File: config.mk
export PLATFORM = sky130hd
export DESIGN_NAME = mux_uart_rx
export DESIGN_NICKNAME = d
export VERILOG_FILES = /design/src/rtl/mux_pkg.sv /design/src/rtl/mux_rx_fifo.sv /design/src/rtl/mux_uart_rx.sv
export SDC_FILE = /design/constraint.sdc
export NUM_CORES = 1
export LEC_CHECK = 0
export CAP_MARGIN = 15
export CELL_PAD_IN_SITES_DETAIL_PLACEMENT = 1
export CELL_PAD_IN_SITES_GLOBAL_PLACEMENT = 2
export CORE_ASPECT_RATIO = 1.75
export CORE_MARGIN = 4
export CORE_UTILIZATION = 38
export CTS_CLUSTER_SIZE = 12
export DETAILED_ROUTE_END_ITERATION = 6
export GPL_TIMING_DRIVEN = 0
export MAX_ROUTING_LAYER = met4
export PLACE_DENSITY_LB_ADDON = 0.25
export SLEW_MARGIN = 20
export SYNTH_ARGS = -nofsm -noshare
export SYNTH_HDL_FRONTEND = slang
export SYNTH_SLANG_ARGS = --single-unit
File: constraint.sdc
create_clock -name bit_clock -period 5.8 [get_ports bit_clock]
set_input_delay 1.45 -clock bit_clock [delete_from_list [all_inputs] [get_ports bit_clock]]
set_output_delay 1.45 -clock bit_clock [all_outputs]
set_load 0.05 [all_outputs]
File: src/rtl/mux_pkg.sv
// Shared types, baud divider constants and framing helpers for the MUX serial
// board receive channel.
package mux_pkg;

  typedef enum logic [2:0] {
    WAIT_HIGH = 3'd0,
    IDLE      = 3'd1,
    START     = 3'd2,
    DATA      = 3'd3,
    PARITY    = 3'd4,
    STOP1     = 3'd5,
    STOP2     = 3'd6
  } rx_state_t;

  localparam int unsigned BIT_CLOCK_HZ = 32'd27_000_000;

  // bit_clock cycles per bit for the standard baud rates
  localparam int unsigned DIV_75    = BIT_CLOCK_HZ / 32'd75;
  localparam int unsigned DIV_150   = BIT_CLOCK_HZ / 32'd150;
  localparam int unsigned DIV_300   = BIT_CLOCK_HZ / 32'd300;
  localparam int unsigned DIV_600   = BIT_CLOCK_HZ / 32'd600;
  localparam int unsigned DIV_1200  = BIT_CLOCK_HZ / 32'd1200;
  localparam int unsigned DIV_2400  = BIT_CLOCK_HZ / 32'd2400;
  localparam int unsigned DIV_4800  = BIT_CLOCK_HZ / 32'd4800;
  localparam int unsigned DIV_9600  = BIT_CLOCK_HZ / 32'd9600;
  localparam int unsigned DIV_19200 = BIT_CLOCK_HZ / 32'd19200;
  localparam int unsigned DIV_38400 = BIT_CLOCK_HZ / 32'd38400;

  localparam int unsigned DIV_MIN     = 32'd4;
  localparam int unsigned DATA_W      = 32'd8;
  localparam int unsigned DATA_BITS_W = 32'd4;
  localparam int unsigned ENTRY_W     = 32'd10;

  localparam logic [3:0] DATA_BITS_MIN = 4'd5;
  localparam logic [3:0] DATA_BITS_MAX = 4'd8;

  typedef struct packed {
    logic       ferr;
    logic       perr;
    logic [7:0] data;
  } rx_entry_t;

  function automatic logic [3:0] clamp_data_bits(input logic [3:0] bits);
    logic [3:0] res;
    if (bits < DATA_BITS_MIN) begin
      res = DATA_BITS_MIN;
    end else if (bits > DATA_BITS_MAX) begin
      res = DATA_BITS_MAX;
    end else begin
      res = bits;
    end
    return res;
  endfunction

  // Unused data bits are held at zero, so a full-width reduction is safe.
  function automatic logic parity_mismatch(input logic [7:0] data, input logic pbit,
                                           input logic odd);
    return ((^data) ^ pbit) != odd;
  endfunction

endpackage

File: src/rtl/mux_rx_fifo.sv
// Small synchronous FIFO holding received characters with their error flags;
// the head entry reads as zero while empty.
module mux_rx_fifo
  import mux_pkg::*;
#(
  parameter int FIFO_DEPTH = 4,
  parameter int WIDTH      = 10
) (
  input  logic             clk,
  input  logic             reset,
  input  logic             push,
  input  logic [WIDTH-1:0] push_data,
  input  logic             pop,
  output logic [WIDTH-1:0] head,
  output logic             full,
  output logic             empty,
  output logic             drop
);

  localparam int AW = $clog2(FIFO_DEPTH);

  logic [AW:0]      wr_ptr_r;
  logic [AW:0]      rd_ptr_r;
  logic [WIDTH-1:0] mem_r [FIFO_DEPTH];
  logic             do_pop_s;
  logic             do_push_s;

  assign empty     = (wr_ptr_r == rd_ptr_r);
  assign full      = (wr_ptr_r[AW] != rd_ptr_r[AW]) &&
                     (wr_ptr_r[AW-1:0] == rd_ptr_r[AW-1:0]);
  assign do_pop_s  = pop && !empty;
  // A push into a full FIFO still lands when the head is popped in the same cycle.
  assign do_push_s = push && (!full || do_pop_s);
  assign drop      = push && full && !do_pop_s;

  // Pointer update
  always_ff @(posedge clk) begin
    if (reset) begin
      wr_ptr_r <= {(AW+1){1'b0}};
      rd_ptr_r <= {(AW+1){1'b0}};
    end else begin
      if (do_push_s) begin
        wr_ptr_r <= wr_ptr_r + {{AW{1'b0}}, 1'b1};
      end
      if (do_pop_s) begin
        rd_ptr_r <= rd_ptr_r + {{AW{1'b0}}, 1'b1};
      end
    end
  end

  // Storage write
  always_ff @(posedge clk) begin
    if (do_push_s) begin
      mem_r[wr_ptr_r[AW-1:0]] <= push_data;
    end
  end

  // Head entry, forced to zero while empty
  always_comb begin
    head = {WIDTH{1'b0}};
    if (empty) begin
      head = {WIDTH{1'b0}};
    end else begin
      head = mem_r[rd_ptr_r[AW-1:0]];
    end
  end

endmodule

File: src/rtl/mux_uart_rx.sv
// Receive channel of the MUX serial board: deserialises the async line with
// configurable framing and queues characters plus error flags for the CPU.
module mux_uart_rx
  import mux_pkg::*;
#(
  parameter int FIFO_DEPTH = 4,
  parameter int DIV_W      = 16
) (
  input  logic             bit_clock,
  input  logic             reset,
  input  logic             uart_rx,
  input  logic [DIV_W-1:0] divider,
  input  logic [3:0]       data_bits,
  input  logic             parity_enabled,
  input  logic             parity_odd,
  input  logic             stop_bits,
  input  logic             rd_en,
  input  logic             clear_overrun,
  output logic [7:0]       rx_data,
  output logic             rx_valid,
  output logic             parity_error,
  output logic             framing_error,
  output logic             overrun,
  output logic             rx_busy
);

  localparam logic [DIV_W-1:0] DIV_FLOOR = DIV_W'(DIV_MIN);
  localparam logic [DIV_W-1:0] CNT_ONE   = DIV_W'(1);

  logic             sync1_r;
  logic             rxs_r;
  rx_state_t        state_r;
  rx_state_t        state_next_s;
  logic [DIV_W-1:0] cnt_r;
  logic [DIV_W-1:0] div_l_r;
  logic [DIV_W-1:0] div_eff_s;
  logic [DIV_W-1:0] target_s;
  logic [3:0]       nbits_l_r;
  logic             par_en_l_r;
  logic             par_odd_l_r;
  logic             stop2_l_r;
  logic [2:0]       idx_r;
  logic [7:0]       shift_r;
  logic             perr_r;
  logic             sample_s;
  logic             last_bit_s;
  logic             push_s;
  logic             ferr_s;
  logic             start_s;
  rx_entry_t        push_entry_s;
  rx_entry_t        head_s;
  logic             fifo_full_s;
  logic             fifo_empty_s;
  logic             drop_s;
  logic             busy_r;
  logic             overrun_r;

  // Two-flop synchroniser, idle-high preset
  always_ff @(posedge bit_clock) begin
    if (reset) begin
      sync1_r <= 1'b1;
      rxs_r   <= 1'b1;
    end else begin
      sync1_r <= uart_rx;
      rxs_r   <= sync1_r;
    end
  end

  assign start_s = (state_r == IDLE) && !rxs_r;

  // Sample-point timing: half a bit into START, then a full bit period
  always_comb begin
    div_eff_s  = divider;
    target_s   = div_l_r;
    if (divider < DIV_FLOOR) begin
      div_eff_s = DIV_FLOOR;
    end else begin
      div_eff_s = divider;
    end
    if (state_r == START) begin
      target_s = {1'b0, div_l_r[DIV_W-1:1]};
    end else begin
      target_s = div_l_r;
    end
    sample_s   = (cnt_r == (target_s - CNT_ONE));
    last_bit_s = ({1'b0, idx_r} == (nbits_l_r - 4'd1));
  end

  // Receiver state register
  always_ff @(posedge bit_clock) begin
    if (reset) begin
      state_r <= WAIT_HIGH;
    end else begin
      state_r <= state_next_s;
    end
  end

  // Next-state and push decode
  always_comb begin
    state_next_s = state_r;
    push_s       = 1'b0;
    ferr_s       = 1'b0;
    case (state_r)
      WAIT_HIGH: begin
        if (rxs_r) state_next_s = IDLE;
        else       state_next_s = WAIT_HIGH;
      end
      IDLE: begin
        if (!rxs_r) state_next_s = START;
        else        state_next_s = IDLE;
      end
      START: begin
        if (sample_s) begin
          if (rxs_r) state_next_s = IDLE;
          else       state_next_s = DATA;
        end else begin
          state_next_s = START;
        end
      end
      DATA: begin
        if (sample_s && last_bit_s) begin
          if (par_en_l_r) state_next_s = PARITY;
          else            state_next_s = STOP1;
        end else begin
          state_next_s = DATA;
        end
      end
      PARITY: begin
        if (sample_s) state_next_s = STOP1;
        else          state_next_s = PARITY;
      end
      STOP1: begin
        if (sample_s) begin
          ferr_s = !rxs_r;
          if (stop2_l_r && rxs_r) begin
            state_next_s = STOP2;
          end else begin
            push_s = 1'b1;
            // A low stop bit parks in WAIT_HIGH so a held-low line cannot retrigger.
            if (rxs_r) state_next_s = IDLE;
            else       state_next_s = WAIT_HIGH;
          end
        end else begin
          state_next_s = STOP1;
        end
      end
      STOP2: begin
        if (sample_s) begin
          ferr_s = !rxs_r;
          push_s = 1'b1;
          if (rxs_r) state_next_s = IDLE;
          else       state_next_s = WAIT_HIGH;
        end else begin
          state_next_s = STOP2;
        end
      end
      default: begin
        state_next_s = WAIT_HIGH;
      end
    endcase
  end

  // Frame datapath: config latch, bit counter, shift register, parity check
  always_ff @(posedge bit_clock) begin
    if (reset) begin
      cnt_r       <= {DIV_W{1'b0}};
      div_l_r     <= DIV_FLOOR;
      nbits_l_r   <= DATA_BITS_MAX;
      par_en_l_r  <= 1'b0;
      par_odd_l_r <= 1'b0;
      stop2_l_r   <= 1'b0;
      idx_r       <= 3'd0;
      shift_r     <= 8'd0;
      perr_r      <= 1'b0;
    end else begin
      case (state_r)
        IDLE: begin
          if (start_s) begin
            cnt_r       <= {DIV_W{1'b0}};
            div_l_r     <= div_eff_s;
            nbits_l_r   <= clamp_data_bits(data_bits);
            par_en_l_r  <= parity_enabled;
            par_odd_l_r <= parity_odd;
            stop2_l_r   <= stop_bits;
            idx_r       <= 3'd0;
            shift_r     <= 8'd0;
            perr_r      <= 1'b0;
          end
        end
        START, DATA, PARITY, STOP1, STOP2: begin
          if (sample_s) cnt_r <= {DIV_W{1'b0}};
          else          cnt_r <= cnt_r + CNT_ONE;
        end
        default: begin
          cnt_r <= {DIV_W{1'b0}};
        end
      endcase
      if ((state_r == DATA) && sample_s) begin
        shift_r[idx_r] <= rxs_r;
        idx_r          <= idx_r + 3'd1;
      end
      if ((state_r == PARITY) && sample_s) begin
        perr_r <= par_en_l_r && parity_mismatch(shift_r, rxs_r, par_odd_l_r);
      end
    end
  end

  assign push_entry_s = {ferr_s, perr_r, shift_r};

  mux_rx_fifo #(
    .FIFO_DEPTH (FIFO_DEPTH),
    .WIDTH      (ENTRY_W)
  ) u_fifo (
    .clk       (bit_clock),
    .reset     (reset),
    .push      (push_s),
    .push_data (push_entry_s),
    .pop       (rd_en),
    .head      (head_s),
    .full      (fifo_full_s),
    .empty     (fifo_empty_s),
    .drop      (drop_s)
  );

  // Busy and sticky overrun; an overflow wins over a same-cycle clear
  always_ff @(posedge bit_clock) begin
    if (reset) begin
      busy_r    <= 1'b0;
      overrun_r <= 1'b0;
    end else begin
      busy_r <= !((state_next_s == IDLE) || (state_next_s == WAIT_HIGH));
      if (drop_s) begin
        overrun_r <= 1'b1;
      end else if (clear_overrun) begin
        overrun_r <= 1'b0;
      end
    end
  end

  assign rx_data       = head_s.data;
  assign parity_error  = head_s.perr;
  assign framing_error = head_s.ferr;
  assign rx_valid      = !fifo_empty_s;
  assign rx_busy       = busy_r;
  assign overrun       = overrun_r;

endmodule

==> results by stage <==
Status:
- The flow ran to the end, and the final reports show no timing, DRC or antenna violations.

Floorplan:
- After floorplanning, the core was sized to cover around 15000 um2.
- In this run the vertical extent of the chip is 172.1 um.
- The floorplan has just under 60 rows.
- The die is between 100 and 150 um wide.
- The total die area is roughly 18000 um2.
- The starting density of the core is 0.3901.
- The boundary pin count is 41.

GRT:
- The via count of the first global-routing pass is approximately 5000.
- The total global-route track usage is 0.2079.
- The total overflow left after global routing is 0.
- The wire length of the first global-routing pass is between 20 and 30 mm.
- The number of antenna violations at the first check in global routing came to 0.
- Entering global routing, the biggest net connects 20 pins.

Place:
- Detailed placement ended at an HPWL of roughly 13 mm.
- Before CTS, the worst setup slack after placement is around 78 ps.
- The number of placed instances, taps included is between 800 and 900.
- The number of buffer cells added on primary ports is 40.
- The placer congestion estimate is roughly 0.88.

CTS:
- The total CTS buffers is 9.
- The clock tree from TritonCTS is done.
- After clock tree synthesis, the clock-pin slew on the worst setup and hold paths is 70 ps.
- The clock reaches the later pin of the worst-skew pair after about 340 ps.
- The clock net sink count is between 100 and 150.
- The number of buffers inserted by hold repair at cts is 0.
- The master cell of the clock root buffer is sky130_fd_sc_hd__clkbuf_16.
- The H-tree was split into 3 levels.
- In this run the deepest clock path goes through 2 buffers.

Power and ir drop:
- Of the total power, combinational logic draws 0.087.
- The fraction of power spent switching nets is 0.2485.
- The largest vdd supply drop is around 0.12 mV.
- The total leakage power is between 0.002 and 0.0025 uW.
- Of the total power, registers draw 0.518.
- Power spread over the standard cell area amounts to 221.8 nW/um2.
- Cell internal power was estimated by the tool at about 1100 uW.
- The switching power summed over all nets is 372.7 uW.
- Of the total power, the clock network draws 0.395.

Worst setup path:
- The critical path contains buffers and inverters numbering 2 combined.
- In this run the critical register-to-register path is captured at u_fifo.mem_r[3][4].
- The logic depth of the worst register-to-register path is 13.
- On the worst path, the slowest cell contributes a delay of roughly 640 ps.
- Data on the critical path is required at its endpoint by about 5800 ps.
- The worst setup path is captured at a flop.
- STA puts the critical path data arrival time at around 5400 ps.
- The type of element launching the critical path is a flop.
- The signal on the critical path passes through nor3b_2 -> buf_2 -> mux2i_1 -> ha_1 -> clkbuf_1 -> nor4b_1 -> xnor2_1 -> o32ai_1 -> xnor2_1 -> nand2_1 -> nor2_1 -> nand4_1 -> nor2_2.
- The largest fanout on the critical path is 10.
- The start-to-end type of the worst setup path is reg2reg.
- The kind of cell adding the most delay to the critical path is simple AND/OR/NAND/NOR gates.
- The worst reg2reg path startpoint is state_r[1].
- The cell with the most instances on the worst path is sky130_fd_sc_hd__xnor2_1.
- The cell with the biggest individual delay on the critical path is sky130_fd_sc_hd__nor4b_1.
- For flop-to-flop paths, the worst setup slack is 380 ps.

Logic synthesis:
- In the post-synthesis netlist, the cell with the most instances is sky130_fd_sc_hd__dfxtp_1.
- The average instance area after synthesis is ~9.9 um2.
- The fraction of synthesized cell area taken by the top area cell type is 0.2260.
- The dominant register cell in the synthesized netlist is sky130_fd_sc_hd__dfxtp_1.
- The xor and xnor area share after synthesis is 0.06164.
- The share of the Yosys chip area taken by registers is 0.4315.
- In the post-synthesis netlist, the biggest area contributors are sky130_fd_sc_hd__dfxtp_1 23%, sky130_fd_sc_hd__edfxtp_1 21%, sky130_fd_sc_hd__a21oi_1 3.9%.
- The main combinational cell family by area after synthesis is simple AND/OR/NAND/NOR gates.
- The top cell type by total area after synthesis is sky130_fd_sc_hd__dfxtp_1.
- The area fraction in and, or, nand and nor cells after synthesis is 0.2331.
- The number of distinct standard cells referenced by the synthesized netlist is 74.
- Yosys printed 0 warnings.
- The synthesized design contains roughly 110 register bits.
- The synthesized netlist occupies a cell area of 5846 um2.
- The fraction of the mapped netlist area in adder cells is 0.01926.
- For this run, asynchronously set or reset flops after synthesis account for 0.
- Counting every instance in the synthesized netlist gives 592.
- The number of enable-type register cells in the synthesized netlist is 40.
- The complex-gate fraction of the synthesized area is 0.1361.
- The number of nets produced by synthesis is between 600 and 700.
- By count the netlist is led by 66 x sky130_fd_sc_hd__dfxtp_1, 54 x sky130_fd_sc_hd__nand2_1, 46 x sky130_fd_sc_hd__a21oi_1.
- After synthesis, the share of cell area in mux cells is 0.07491.

Worst hold path:
- The worst min-delay path class is reg2reg.
- Counting instances, the worst hold path has a depth of 1.
- The worst hold path terminates at rxs_r.
- In this run the most critical hold path is launched from sync1_r.

Routing:
- The average via count per standard cell is between 5 and 6.
- The detailed router placed 4717 vias in this run.
- The detail-routed net length per standard cell is between 20 and 25 um.
- The first TritonRoute pass finished after 4 iterations.
- The first routing iteration left approximately 160 violations.
- The final layout contains routed wiring with a total length of 16.99 mm.
- The number of remaining DRC errors is 0.
- The count of nets left with antenna violations once routing finished came out at 0.

Final layout:
- In the final design database the tool counted 680 nets.
- The area occupied by multi-input gates is 3072 um2.
- The count of filler cells inserted in the layout is between 1500 and 2000.
- The footprint of the flip-flops and latches is about 2500 um2.
- Relative to the synthesized area, the layout overhead comes to 15.69%.
- The fraction of layout instances using a drive strength above 1 is 0.09568.
- Once layout is complete, the cells apart from fillers number 831.
- The number of diodes is 0.

Timing:
- The number of pins exceeding their max-slew limit in the final report is 0.
- Setup total negative slack on the finished layout was measured at 0 ps.
- The worst hold margin is ~410 ps.
- At the pin with the least slew margin, the transition time is approximately 850 ps.
- For this run, the top clock speed supported by timing is ~0.18 GHz.
- The count of final hold-check violations is 0.
- Counting I/O delays and the setup requirement, the final critical path takes about 5400 ps.
- Setup repair after global routing left no endpoint under its margin.
- The clock arrives with 12.11 ps of skew.
- Measured against its own limit, the worst slew margin works out to 0.4334.
- After layout, the worst setup slack is 380.4 ps.
- Of the available clock period, the critical path in the final layout requires 0.9344.
- Setup violations remaining at the end of the flow were counted as 0.

Flow run:
- Across the run, the number of max-cap violations was 0.
## cell usage in the layout, fill, tap and decap left out, types with 4 or more instances in the layout
| master | Yosys | layout |
|---|---|---|
| sky130_fd_sc_hd__nand4_1 | 7 | 7 |
| sky130_fd_sc_hd__a22oi_1 | 4 | 4 |
| sky130_fd_sc_hd__clkbuf_16 | 0 | 9 |
| sky130_fd_sc_hd__or2_2 | 6 | 6 |
| sky130_fd_sc_hd__nor2_1 | 26 | 25 |
| sky130_fd_sc_hd__nor2b_1 | 20 | 20 |
| sky130_fd_sc_hd__a211oi_1 | 5 | 5 |
| sky130_fd_sc_hd__nor4bb_1 | 5 | 5 |
| sky130_fd_sc_hd__nand2_1 | 54 | 54 |
| sky130_fd_sc_hd__o21a_1 | 4 | 4 |
| sky130_fd_sc_hd__a31oi_1 | 4 | 4 |
| sky130_fd_sc_hd__mux2i_1 | 19 | 19 |
| sky130_fd_sc_hd__and2_1 | 7 | 7 |
| sky130_fd_sc_hd__ha_1 | 9 | 9 |
| sky130_fd_sc_hd__edfxtp_1 | 40 | 40 |
| sky130_fd_sc_hd__and3_1 | 18 | 18 |
| sky130_fd_sc_hd__buf_2 | 4 | 4 |
| sky130_fd_sc_hd__a311oi_1 | 12 | 12 |
| sky130_fd_sc_hd__inv_1 | 11 | 11 |
| sky130_fd_sc_hd__mux4_2 | 10 | 10 |
| sky130_fd_sc_hd__xnor2_1 | 25 | 25 |
| sky130_fd_sc_hd__buf_6 | 4 | 4 |
| sky130_fd_sc_hd__o21ai_0 | 10 | 10 |
| sky130_fd_sc_hd__nor3_1 | 21 | 21 |
| sky130_fd_sc_hd__a22o_1 | 7 | 7 |
| sky130_fd_sc_hd__clkdlybuf4s50_1 | 0 | 40 |
| sky130_fd_sc_hd__nand3_1 | 16 | 16 |
| sky130_fd_sc_hd__clkbuf_1 | 32 | 32 |
| sky130_fd_sc_hd__a21oi_1 | 46 | 46 |
| sky130_fd_sc_hd__nand2b_1 | 21 | 21 |
| sky130_fd_sc_hd__xor2_1 | 11 | 11 |
| sky130_fd_sc_hd__nor4_1 | 6 | 6 |
| sky130_fd_sc_hd__dfxtp_1 | 66 | 66 |
## metal layers
metal | up-vias | track usage | share of wire
met1 | 2338 | 0.2036 | 0.36
met4 | 0 | 0.08333 | 0.038
met5 | - | - | 0
li1 | 2278 | - | -
met3 | 30 | 0.01978 | 0.016
met2 | 71 | 0.4068 | 0.59
## final cells by class
class	instances	share of cell area
Multi-Input combinational cell	430	0.4542
Sequential cell	106	0.3730
Timing Repair Buffer	40	0.05920
Tap cell	183	0.03386
Clock buffer	9	0.03330
Buffer	45	0.03145
Clock inverter	7	0.008881
Inverter	11	0.006105
## stage by stage
step / utilization / instance area, um2 / total power (uW)
4_1_cts: 0.4511 / 6760 / 1515
2_1_floorplan: - / 5846 / 871.7
6_report: 0.4513 / 6763 / 1500
5_1_grt: 0.4513 / 6763 / 1559
3_3_place_gp: 0.4321 / 6475 / 920.2
3_5_place_dp: 0.4321 / 6475 / 924.7
## what timing repair did
action	CTS	global route
setup endpoints to repair	0	10
setup buffers	0	0
resized for setup	0	1
## kinds of logic after synthesis
family,count (synthesis)
flip-flops,106
AO/OA/AOI/OAI,115
adder cells (fa/ha/maj),9
XOR/XNOR,38
multiplexers,31
buffers and inverters,56
AND/OR/NAND/NOR,237
## registers in the layout, indices dropped and copies added (netlist names), 3 cells and up, named ones only
register and count:
cnt_r 16, div_l_r 16, idx_r 3, nbits_l_r 4, shift_r 8, state_r 3, u_fifo.mem_r 40, u_fifo.rd_ptr_r 3
u_fifo.wr_ptr_r 3
## worst max-delay path by stage
stage,to,slack [ps],depth (start not counted),startpoint
2_1_floorplan,u_fifo.mem_r[3][0],1770,13,state_r[2]
3_3_place_gp,u_fifo.mem_r[3][0],60,13,state_r[1]
3_5_place_dp,u_fifo.mem_r[3][7],80,13,state_r[1]
4_1_cts,u_fifo.mem_r[3][5],60,13,state_r[1]
5_1_grt,u_fifo.mem_r[2][9],20,16,state_r[1]
6_report,u_fifo.mem_r[3][4],380,13,state_r[1]
## power by group through the flow
stage          clock network (uW)  logic, uW  registers, uW
6_report                      593        130            777
2_1_floorplan                   0       79.3            792
4_1_cts                       607        132            777
3_3_place_gp                    0        126            794
3_5_place_dp                    0        131            794
5_1_grt                       639        142            777
Power figures use the tool's default switching activity.
==> RTL change 1, RTL diff (same flow settings) <==
`FIFO_DEPTH` is set to 4 in 2 places; all go to 8.
--- a/src/rtl/mux_rx_fifo.sv
+++ b/src/rtl/mux_rx_fifo.sv
@@ -3,7 +3,7 @@
 module mux_rx_fifo
   import mux_pkg::*;
 #(
-  parameter int FIFO_DEPTH = 4,
+  parameter int FIFO_DEPTH = 8,
   parameter int WIDTH      = 10
 ) (
   input  logic             clk,
--- a/src/rtl/mux_uart_rx.sv
+++ b/src/rtl/mux_uart_rx.sv
@@ -3,7 +3,7 @@
 module mux_uart_rx
   import mux_pkg::*;
 #(
-  parameter int FIFO_DEPTH = 4,
+  parameter int FIFO_DEPTH = 8,
   parameter int DIV_W      = 16
 ) (
   input  logic             bit_clock,
Formal check against the unedited RTL: no difference found for any inputs over 10 cycles, from zero or initial values and one cycle with reset high; that may be too few to reach the edited logic, so the function may still have changed.
==> RTL change 1 against the unedited design <==
- clock power rose by 89%
- via count rose by 34%
- area after synthesis rose by 33%
- setup slack got worse by 120 ps
- power rose by 75%
- combinational power rose to 2.9 times the old value
- maximum frequency fell by 2.2%
- global-route usage rose by 2.0 points
- wire length rose by 45%
- final area rose by 39%
- core utilization rose by 1.1 points
- highest routed layer unchanged
- largest power group unchanged
- synthesized cell count rose by 24%
- final cell count rose by 29%
- sequential cell count rose by 43
==> RTL change 1: results (changes against the unedited design) <==
| Metric | Value |
|---|---|
| Register-to-Register Setup Slack | 260 ps (was 380 ps) |
| Top cells by area, synth | edfxtp_1 (31%), dfxtp_1 (18%), mux4_2 (5.8%), a21oi_1 (3.7%), nand2_1 (3.0%) (was dfxtp_1 (23%), edfxtp_1 (21%), a21oi_1 (3.9%), mux4_2 (3.9%), xnor2_1 (3.7%)) |
| Status | completed (unchanged) |
| Comb_multi_in | 512 (was 430) |
| Met3 Use GR | 0.0307 (was 0.0198) |
| Multiplexer share of the synthesized area | 0.0862 (was 0.0749) |
| NumNets Final | 848 (was 680) |
| H-tree depth | 4 (was 3) |
| Share of layout cells above drive strength 1 | 0.140 (was 0.0957) |
| Routability cong. | 0.911 (was 0.880) |
| Clk. pwr | 1120 µW (was 593 µW) |
| DRT met1 WL | 7890 µm (was 6060 µm) |
| Clkbuf count | 20 (was 9) |
| Min cycle time layout | 5540 ps (was 5420 ps) |
| Post-synth cell types | 82 (was 74) |
| Final hold slack | 411 ps (was 412 ps) |
| Clock share of power | 0.427 (was 0.395) |
| Comb power | 376 µW (was 130 µW) |
| Number of fillers in the final layout | 2,256 (was 1,711) |
| Post-Synth Adder-Cell Area | 0.00963 (was 0.0193) |
| First DRT Iteration DRCs | 221 (was 159) |
| Layout Cells excl Fill | 1,075 (was 831) |
| Arr. time, crit path | 5670 ps (was 5400 ps) |
| Fraction of area in multi-input gates | 0.408 (was 0.454) |
| Slew @ Worst Pin | 941 ps (was 850 ps) |
| Cells after synthesis | 737 (was 592) |
| First-pass GRT wire length | 38,300 µm (was 27,100 µm) |
| Vias per cell | 5.88 (was 5.68) |
| Skew-Pair Late Insertion Delay | 430 ps (was 340 ps) |
| Wire length on met2 | 15,000 µm (was 10,000 µm) |
| Vias in the first global route | 7,004 (was 5,016) |
| Met3 Routed Length | 493 µm (was 274 µm) |
| M1 GR Usage | 0.195 (was 0.204) |
| Buffering overhead | 0.0836 (was 0.0907) |
| Yosys reg bits | 149 (was 106) |
| Post-synthesis sequential area ratio | 0.486 (was 0.432) |
==> RTL change 1: path summary, 6_finish.rpt <==
kind / from / end
setup / recovery: state_r[0]$_SDFF_PP0_ / u_fifo.mem_r[0][3]$_DFFE_PP_
hold / removal: sync1_r$_SDFF_PP1_ / rxs_r$_SDFF_PP1_
setup reg to reg: state_r[0]$_SDFF_PP0_ / u_fifo.mem_r[0][3]$_DFFE_PP_
hold reg to reg: sync1_r$_SDFF_PP1_ / rxs_r$_SDFF_PP1_
==> RTL change 1: timing repair <==
item / CTS / global route
endpoints found under the setup margin: 84 / 80
pin swaps: 5 / 5
gates resized for setup: 11 / 3
buffers inserted: 5 / 5
==> RTL change 1: critical path, stage by stage (launching register included) <==
cell and delay [ps]:
dfxtp_1 300, buf_2 190, nor3b_4 320, buf_4 240, buf_4 230, mux2i_4 340
ha_4 230, or4b_4 490, a2111oi_1 460, nor3_1 140, xor2_1 200, or3b_1 410
nor4_4 310, buf_6 200, and2_2 260, nand3_4 240, nor4_4 270, buf_4 190
buf_2 200
==> RTL change 2, RTL diff (config.mk and constraints unchanged) <==
Made on the original files. Re-encode `rx_state_t` (7 states) as one-hot, 7 bits wide.
--- a/src/rtl/mux_pkg.sv
+++ b/src/rtl/mux_pkg.sv
@@ -2,14 +2,14 @@
 // board receive channel.
 package mux_pkg;
 
-  typedef enum logic [2:0] {
-    WAIT_HIGH = 3'd0,
-    IDLE      = 3'd1,
-    START     = 3'd2,
-    DATA      = 3'd3,
-    PARITY    = 3'd4,
-    STOP1     = 3'd5,
-    STOP2     = 3'd6
+  typedef enum logic [6:0] {
+    WAIT_HIGH = 7'b0000001,
+    IDLE      = 7'b0000010,
+    START     = 7'b0000100,
+    DATA      = 7'b0001000,
+    PARITY    = 7'b0010000,
+    STOP1     = 7'b0100000,
+    STOP2     = 7'b1000000
   } rx_state_t;
 
   localparam int unsigned BIT_CLOCK_HZ = 32'd27_000_000;
Formal check against the unedited RTL: same outputs for any inputs over 10 cycles, from zero or initial values and one cycle with reset high; not proved beyond that.
==> RTL change 2 against the unedited design <==
- core utilization shrank 0.32 points
- area after synthesis up 4.8%
- synthesized cell count increased by 15%
- count of clock-buffer cells in the layout unchanged
- sequential cell count up 4
- combinational power down 8%
- setup slack worse by 85 ps
- final cell count increased by 11%
- wire length grew 12%
- via count rose by 14%
- final area up 5.2%
- power up 7.0%
- critical endpoint is now cnt_r[1]$_SDFFE_PP0P_
- largest cell class unchanged
==> RTL change 2: results (changes against the unedited design) <==
| Metric | Value |
|---|---|
| Fin Clk Skew | 12.6 ps (was 12.1 ps) |
| First DRT Iteration DRCs | 160 (was 159) |
| Sequential cell area | 2600 µm² (was 2520 µm²) |
| Arr. time, crit path | 5720 ps (was 5400 ps) |
| Status | completed (unchanged) |
| Leakage | 0.00242 µW (was 0.00225 µW) |
| Clk. pwr | 683 µW (was 593 µW) |
| DP Worst Slack | -263 ps (was 78.2 ps) |
| Multi-input combinational cell area | 3270 µm² (was 3070 µm²) |
| Layout Cells excl Fill | 925 (was 831) |
| Post-CTS setup buffer count | 1 (was 0) |
| I/O Buffers | 39 (was 40) |
| Synth Area in XOR/XNOR | 0.0515 (was 0.0616) |
| Placed cells | 908 (was 815) |
| Buffering overhead | 0.0828 (was 0.0907) |
| GRT Util Overall | 0.216 (was 0.208) |
| Post-Synth Adder-Cell Area | 0.0184 (was 0.0193) |
| Commonest non-fill, non-tap cell in the layout | nand2_1 (was dfxtp_1) |
| Skew-Pair Late Insertion Delay | 360 ps (was 340 ps) |
| Slew @ Worst Pin | 865 ps (was 850 ps) |
| Post-cts gate resize count | 5 (was 0) |
| Placed Area | 6750 µm² (was 6470 µm²) |
| Top cells by area, synth | dfxtp_1 (23%), edfxtp_1 (20%), nand2_1 (5.0%), a21oi_1 (4.2%), xnor2_1 (3.9%) (was dfxtp_1 (23%), edfxtp_1 (21%), a21oi_1 (3.9%), mux4_2 (3.9%), xnor2_1 (3.7%)) |
| Maximum vdd drop | 0.128 mV (was 0.122 mV) |
| Synth cell count leaders | nand2_1 (81), dfxtp_1 (70), a21oi_1 (51), edfxtp_1 (40), nor2_1 (39) (was dfxtp_1 (66), nand2_1 (54), a21oi_1 (46), edfxtp_1 (40), clkbuf_1 (32)) |
| Comb_multi_in | 500 (was 430) |
| Post-synthesis net count | 717 (was 629) |
| Post-synthesis sequential area ratio | 0.425 (was 0.432) |
| Post-synth top area share | 0.229 (was 0.226) |
| Fin util | 0.448 (was 0.451) |
| Comb pwr share | 0.075 (was 0.087) |
| # clock sinks | 110 (was 106) |
==> RTL change 2: cell count changes in the layout (fill, tap and decap cells not counted), sizes merged, moves of 8 or more <==
cell    unedited run  this run
a311oi            12         2
inv               15        25
nand2             54        81
nand2b            21         8
nand3             17        28
nand4              7        17
nor2              26        40
nor2b             20        10
o211ai             1         9
o21ai             11        24
or3                3        12
==> RTL change 2: path summary, 6_finish.rpt <==
check	endpoint	slack [ps]	depth (start not counted)
worst max-delay path	cnt_r[1]$_SDFFE_PP0P_	300	17
worst min-delay path	rxs_r$_SDFF_PP1_	410	1
worst min register to register	rxs_r$_SDFF_PP1_	410	1
worst max register to register	cnt_r[1]$_SDFFE_PP0P_	300	17
==> RTL change 2: routing by layer <==
layer / part of all wire / vias to the layer above / global-route usage
li1: - / 2583 / -
met1: 0.36 / 2668 / 0.201
met2: 0.57 / 91 / 0.430
met3: 0.022 / 48 / 0.0216
met4: 0.048 / 0 / 0.111
met5: 0 / - / -
